## src/rtl/vram_scroll_engine_if.sv

```systemverilog
// Command and VRAM-port bundle for the scroll/clear engine.
// The engine takes the slave side; the register file plus the BRAM port form the master side.
interface vram_scroll_engine_if #(
    parameter int ADDR_W = 10
);
    logic              cmd_valid;
    logic              cmd_ready;
    logic [1:0]        cmd_op;
    logic [4:0]        cmd_rows;
    logic [31:0]       fill_word;
    logic              bram_en;
    logic [3:0]        bram_we;
    logic [ADDR_W-1:0] bram_addr;
    logic [31:0]       bram_din;
    logic [31:0]       bram_dout;
    logic              busy;
    logic              done;

    modport slave (
        input  cmd_valid, cmd_op, cmd_rows, fill_word, bram_dout,
        output cmd_ready, bram_en, bram_we, bram_addr, bram_din, busy, done
    );

    modport master (
        output cmd_valid, cmd_op, cmd_rows, fill_word, bram_dout,
        input  cmd_ready, bram_en, bram_we, bram_addr, bram_din, busy, done
    );
endinterface

```

## src/rtl/vram_scroll_engine.sv

```systemverilog
// Screen-wide VRAM maintenance: clear (fill) and scroll-up by N text rows.
// Copies word-by-word in ascending order (read, then write), then fills the vacated tail.
module vram_scroll_engine #(
    parameter int WORDS_PER_ROW = 20,
    parameter int ROWS          = 30,
    parameter int ADDR_W        = 10
) (
    input  logic                  axi_aclk,
    input  logic                  axi_aresetn,
    vram_scroll_engine_if.slave   bus
);
    localparam logic [ADDR_W-1:0] SCREEN_WORDS = ADDR_W'(ROWS * WORDS_PER_ROW);
    localparam logic [ADDR_W-1:0] LAST_WORD    = ADDR_W'(ROWS * WORDS_PER_ROW - 1);

    typedef enum logic [2:0] {IDLE, COPY_RD, COPY_WR, FILL, DONE} state_t;

    state_t            state_reg, state_next;
    logic [ADDR_W-1:0] dst_reg, dst_next;
    logic [ADDR_W-1:0] copy_words_reg, copy_words_next;
    logic [ADDR_W-1:0] fill_words_reg, fill_words_next;
    logic [31:0]       fill_reg, fill_next;

    logic              degenerate;
    logic [ADDR_W-1:0] rows_eff;
    logic [ADDR_W-1:0] fill_words_calc;
    logic [ADDR_W-1:0] copy_words_calc;
    logic              accept;

    // Oversized scrolls collapse to a full clear; zero-row scrolls and no-ops do nothing.
    always_comb begin
        degenerate = 1'b1;
        rows_eff   = '0;
        case (bus.cmd_op)
            2'b01: begin
                degenerate = 1'b0;
                rows_eff   = ADDR_W'(ROWS);
            end
            2'b10: begin
                if (bus.cmd_rows != 5'd0) begin
                    degenerate = 1'b0;
                    rows_eff   = (int'(bus.cmd_rows) >= ROWS) ? ADDR_W'(ROWS)
                                                              : ADDR_W'(bus.cmd_rows);
                end
            end
            default: ;
        endcase
        fill_words_calc = rows_eff * ADDR_W'(WORDS_PER_ROW);
        copy_words_calc = SCREEN_WORDS - fill_words_calc;
    end

    assign bus.cmd_ready = (state_reg == IDLE) && axi_aresetn;
    assign accept        = bus.cmd_valid && bus.cmd_ready;

    always_comb begin
        state_next      = state_reg;
        dst_next        = dst_reg;
        copy_words_next = copy_words_reg;
        fill_words_next = fill_words_reg;
        fill_next       = fill_reg;
        bus.bram_en     = 1'b0;
        bus.bram_we     = 4'h0;
        bus.bram_addr   = '0;
        bus.bram_din    = 32'h0;
        bus.busy        = (state_reg != IDLE);
        bus.done        = 1'b0;

        case (state_reg)
            IDLE: begin
                if (accept) begin
                    dst_next        = '0;
                    copy_words_next = copy_words_calc;
                    fill_words_next = fill_words_calc;
                    fill_next       = bus.fill_word;
                    if (degenerate)
                        state_next = DONE;
                    else if (copy_words_calc != '0)
                        state_next = COPY_RD;
                    else
                        state_next = FILL;
                end
            end
            COPY_RD: begin
                bus.bram_en   = 1'b1;
                bus.bram_addr = dst_reg + fill_words_reg;
                state_next    = COPY_WR;
            end
            COPY_WR: begin
                // Read data arrives one cycle after COPY_RD and goes straight back out.
                bus.bram_en   = 1'b1;
                bus.bram_we   = 4'hF;
                bus.bram_addr = dst_reg;
                bus.bram_din  = bus.bram_dout;
                dst_next      = dst_reg + 1'b1;
                state_next    = (dst_reg == copy_words_reg - 1'b1) ? FILL : COPY_RD;
            end
            FILL: begin
                bus.bram_en   = 1'b1;
                bus.bram_we   = 4'hF;
                bus.bram_addr = dst_reg;
                bus.bram_din  = fill_reg;
                if (dst_reg == LAST_WORD)
                    state_next = DONE;
                else
                    dst_next = dst_reg + 1'b1;
            end
            DONE: begin
                bus.done   = 1'b1;
                state_next = IDLE;
            end
            default: state_next = IDLE;
        endcase
    end

    always_ff @(posedge axi_aclk) begin
        if (!axi_aresetn) begin
            state_reg      <= IDLE;
            dst_reg        <= '0;
            copy_words_reg <= '0;
            fill_words_reg <= '0;
            fill_reg       <= 32'h0;
        end else begin
            state_reg      <= state_next;
            dst_reg        <= dst_next;
            copy_words_reg <= copy_words_next;
            fill_words_reg <= fill_words_next;
            fill_reg       <= fill_next;
        end
    end
endmodule

```

## src/flat_wrapper.sv

```systemverilog
// flat-port wrapper written by rule: the top's interface ports become plain ports
module vram_scroll_engine_flat 
#(
    parameter int WORDS_PER_ROW = 20,
    parameter int ROWS          = 30,
    parameter int ADDR_W        = 10
)
  (axi_aclk, axi_aresetn, bus_cmd_valid, bus_cmd_op, bus_cmd_rows, bus_fill_word, bus_bram_dout, bus_cmd_ready, bus_bram_en, bus_bram_we, bus_bram_addr, bus_bram_din, bus_busy, bus_done);
  vram_scroll_engine_if #(.ADDR_W(ADDR_W)) bus_i ();
  input  logic axi_aclk;
  input  logic axi_aresetn;
  input wire logic [$bits(bus_i.cmd_valid)-1:0] bus_cmd_valid;
  input wire logic [$bits(bus_i.cmd_op)-1:0] bus_cmd_op;
  input wire logic [$bits(bus_i.cmd_rows)-1:0] bus_cmd_rows;
  input wire logic [$bits(bus_i.fill_word)-1:0] bus_fill_word;
  input wire logic [$bits(bus_i.bram_dout)-1:0] bus_bram_dout;
  output wire logic [$bits(bus_i.cmd_ready)-1:0] bus_cmd_ready;
  output wire logic [$bits(bus_i.bram_en)-1:0] bus_bram_en;
  output wire logic [$bits(bus_i.bram_we)-1:0] bus_bram_we;
  output wire logic [$bits(bus_i.bram_addr)-1:0] bus_bram_addr;
  output wire logic [$bits(bus_i.bram_din)-1:0] bus_bram_din;
  output wire logic [$bits(bus_i.busy)-1:0] bus_busy;
  output wire logic [$bits(bus_i.done)-1:0] bus_done;
  assign bus_i.cmd_valid = bus_cmd_valid;
  assign bus_i.cmd_op = bus_cmd_op;
  assign bus_i.cmd_rows = bus_cmd_rows;
  assign bus_i.fill_word = bus_fill_word;
  assign bus_i.bram_dout = bus_bram_dout;
  assign bus_cmd_ready = bus_i.cmd_ready;
  assign bus_bram_en = bus_i.bram_en;
  assign bus_bram_we = bus_i.bram_we;
  assign bus_bram_addr = bus_i.bram_addr;
  assign bus_bram_din = bus_i.bram_din;
  assign bus_busy = bus_i.busy;
  assign bus_done = bus_i.done;
  vram_scroll_engine #(.WORDS_PER_ROW(WORDS_PER_ROW), .ROWS(ROWS), .ADDR_W(ADDR_W)) u_core (.axi_aclk(axi_aclk), .axi_aresetn(axi_aresetn), .bus(bus_i));
endmodule
```

## config.mk

```make
export PLATFORM = sky130hd
export DESIGN_NAME = vram_scroll_engine_flat
export DESIGN_NICKNAME = d
export VERILOG_FILES = /design/src/rtl/vram_scroll_engine_if.sv /design/src/rtl/vram_scroll_engine.sv /design/src/flat_wrapper.sv
export SDC_FILE = /design/constraint.sdc
export NUM_CORES = 1
export LEC_CHECK = 0
export ABC_CLOCK_PERIOD_IN_PS = 3100
export BUFFER_PORTS_ARGS = -buffer_cell sky130_fd_sc_hd__buf_2
export CAP_MARGIN = 25
export CORE_AREA = 5 5 98 100
export CTS_CLUSTER_DIAMETER = 200
export DETAILED_ROUTE_END_ITERATION = 8
export DIE_AREA = 0 0 103 105
export PLACE_DENSITY = 0.73
export SLEW_MARGIN = 40
export SYNTH_ARGS = -nofsm -noshare
export SYNTH_HDL_FRONTEND = slang
export SYNTH_SLANG_ARGS = --single-unit
```

## constraint.sdc

```tcl
create_clock -name axi_aclk -period 3.1 [get_ports axi_aclk]
set_clock_uncertainty 0.2 [all_clocks]
set_input_delay 0.155 -clock axi_aclk [delete_from_list [all_inputs] [get_ports axi_aclk]]
set_output_delay 0.155 -clock axi_aclk [all_outputs]
set_load 0.02 [all_outputs]
```

==> impl_metrics.yaml <==
route:
  wire_per_inst_um: 14.7
  routed_via_density: 5.19
  drc: 0
  ant_nets: 0
  vias: 3959
  drtIter0Drc: 139
  drt_wl_total_um: 11200
  drt-pass1-iter-count: 5
floorplan:
  core.rowCount: 34
  dieArea_um2: 10800
  dieHeight_um: 105
  initial_core_util_pct: 44.3
  core_um2: 8590
  pin_count: 124
  dieWidth_um: 103
cts:
  cts_tree: "yes"
  cts_max_level: 3
  cts-buffers-inserted: 9
  post_cts_buffers: 0
  clock_sinks: 60
  cts.path.max_buffers: 2
  cts_root_buffer: "clkbuf_8"
  clkSlewWorstSetupHoldPaths_ns: 0.06
  clk_latency_ns: 0.33
worst_setup_path:
  critPathKind: "primary input to register"
  path_cells: "buf_2 > inv_1 > ha_1 > a21oi_1 > nor2_1 > ha_4 > ha_4 > inv_2 > fa_1 > nor2b_1 > a41oi_2 > mux2i_1 > mux2_4 > o221a_4 > a31o_2"
  crit_slowest_cell: "fa_1"
  end_kind: "register"
  required_ns: 3.12
  critPathMaxStageDelay_ns: 0.58
  path_max_fanout: 5
  worst-path-buf-inv: 3
  rr_worst_depth: 6
  crit_family: "adder cells"
  reg2reg_slack_ns: 0.49
  startpoint: "bus_cmd_op[1]"
  cp-start-kind: "primary input"
  arrival_ns: 2.94
  cp.depth: 15
  cp_common_cell: "ha_4"
  r2r-end: "u_core.dst_reg[9]"
  rr_startpoint: "u_core.dst_reg[3]"
yosys:
  postSynth.asyncResetShare_pct: 0
  synth_commonest_cells: "93 x nand2_1, 60 x dfxtp_1, 55 x nor2_1, 54 x o21ai_0, 33 x mux2i_1"
  dominantRegCellSynth: "dfxtp_1"
  synth_area_leaders: "dfxtp_1 32%, nand2_1 9.2%, mux2i_1 8.7%, o21ai_0 7.1%, ha_1 5.6%"
  yosysMostFrequentCell: "nand2_1"
  yosysWarnings: 0
  syn_inst: 503
  synth_fp_nets: 596
  synth_top_cell_by_area: "dfxtp_1"
  synth_edf_count: 0
  netlist.area_leader.share_pct: 31.5
  synth.cell_area_um2: 3810
  synth_seq_area_share_pct: 31.5
  synth_cell_types: 52
  ys_ff_latch: 60
  synth.avg_cell_area_um2: 7.57
worst_hold_path:
  hold_path.class: "primary input to register"
  whs_path_depth: 2
  min_from: "axi_aresetn"
  hold_path_end: "u_core.copy_words_reg[3]"
placement:
  place_ws_ns: -0.160
  dp_cells: 715
  hpwl_um: 8160
  io_buffer_count: 123
  routabilityCongestion: 0.850
final_layout:
  nNetsFinal: 743
  largest_register_ffs: 32
  final_core_util_pct: 60.1
  n_fill_cell: 766
  drive_gt1_share_pct: 26.7
  synthToLayoutAreaGrowth_pct: 35.7
  n_antenna_cell: 0
  fin_cells: 763
timing:
  slew_headroom_pct: 57.0
  tightest_slew_ns: 0.645
  slew_viol_final: 0
  post-route-min-period_ns: 2.92
  post-route-period-util_pct: 94.1
  hold_slack_ns: 0.0754
  final.setup.worst_slack_ns: 0.184
  rsz0062_at_grt: "false"
  hold_violations: 0
  setup_violations: 0
  fmax_ghz: 0.343
global_route:
  antenna_found_initial: 0
  grt_pass1_vias: 4054
  grt_max_degree: 63
  gr-usage-all-layers_pct: 21.5
  grt_first_pass_wirelength_um: 19000
  overflow: 0
run:
  maxCapViolCount: 0
outcome:
  status: "finished, final reports clean"
pwr:
  irDropWorstVdd_mv: 0.219
  finalPower_w: 0.00213
  leakagePower_nw: 2.31
  p_per_area_nw_per_um2: 412
cell type report:
class	count	area, µm²	share of cell area [%]
inverter	19	73.8	1.43
timing repair buffer	170	1060	20.5
clock inverter	4	70.1	1.36
sequential	60	1200	23.3
multi-input combinational	390	2460	47.6
clock buffer	12	165	3.20
tap	108	135	2.61
worst max path at each step:
| stage | endpoint | slack [ns] |
|---|---|---|
| final | u_core.state_reg[1] | 0.18 |
| after global routing | u_core.state_reg[1] | 0.04 |
| after CTS | bus_bram_addr[9] | 0.05 |
| after detailed placement | u_core.state_reg[1] | -0.16 |
| after global placement | u_core.state_reg[1] | -0.01 |
| after floorplan | u_core.state_reg[1] | 0.002 |
repair_timing:
action                                 CTS  global route
gates resized for setup                  0             2
setup endpoints to repair                0             2
hold buffers                            32             0
endpoints found under the hold margin   32             0
power by group:
group | total, W | switching (W) | internal, W
registers | 0.000871 | 0.0000447 | 0.000826
logic | 0.000448 | 0.000227 | 0.000221
clock network | 0.000809 | 0.000294 | 0.000516
total | 0.00213 | 0.000565 | 0.00156
through the flow:
step | setup TNS [ns] | area [µm²]
finish | 0 | 5170
CTS | 0 | 5160
floorplan | 0 | 3880
global route | 0 | 5170
global placement | -0.00952 | 4600
detailed placement | -0.206 | 4600
kinds of logic (layout without fill, tap and decap cells):
kind of cell / after synthesis / after routing / synth area share (%)
AO/OA/AOI/OAI: 98 / 98 / 15.6
XOR/XNOR: 29 / 29 / 6.67
adder cells (fa/ha/maj): 19 / 19 / 6.63
buffers and inverters: 53 / 205 / 5.85
flip-flops: 60 / 60 / 31.5
multiplexers: 35 / 35 / 9.26
AND/OR/NAND/NOR: 209 / 209 / 24.4
routing by layer:
| metal | share of wire, % | vias to the layer above | global-route usage, % |
|---|---|---|---|
| met2 | 49 | 136 | 36.4 |
| met4 | 1.4 | 0 | 7.12 |
| met1 | 43 | 1804 | 26.3 |
| li1 | - | 2008 | - |
| met5 | 0 | - | 0 |
| met3 | 6.7 | 11 | 5.00 |
layout by cell type (no fill, tap or decap), types with 17 or more instances in the layout:
cell type	synthesis	layout
buf_2	4	123
nor2_1	55	54
nand2_1	93	93
o21ai_0	54	54
mux2i_1	33	33
dfxtp_1	60	59
inv_1	19	17
nand3_1	18	18
xnor2_1	19	19
dlygate4sd3_1	0	32
Note: power is estimated with default switching activity, not from simulation.
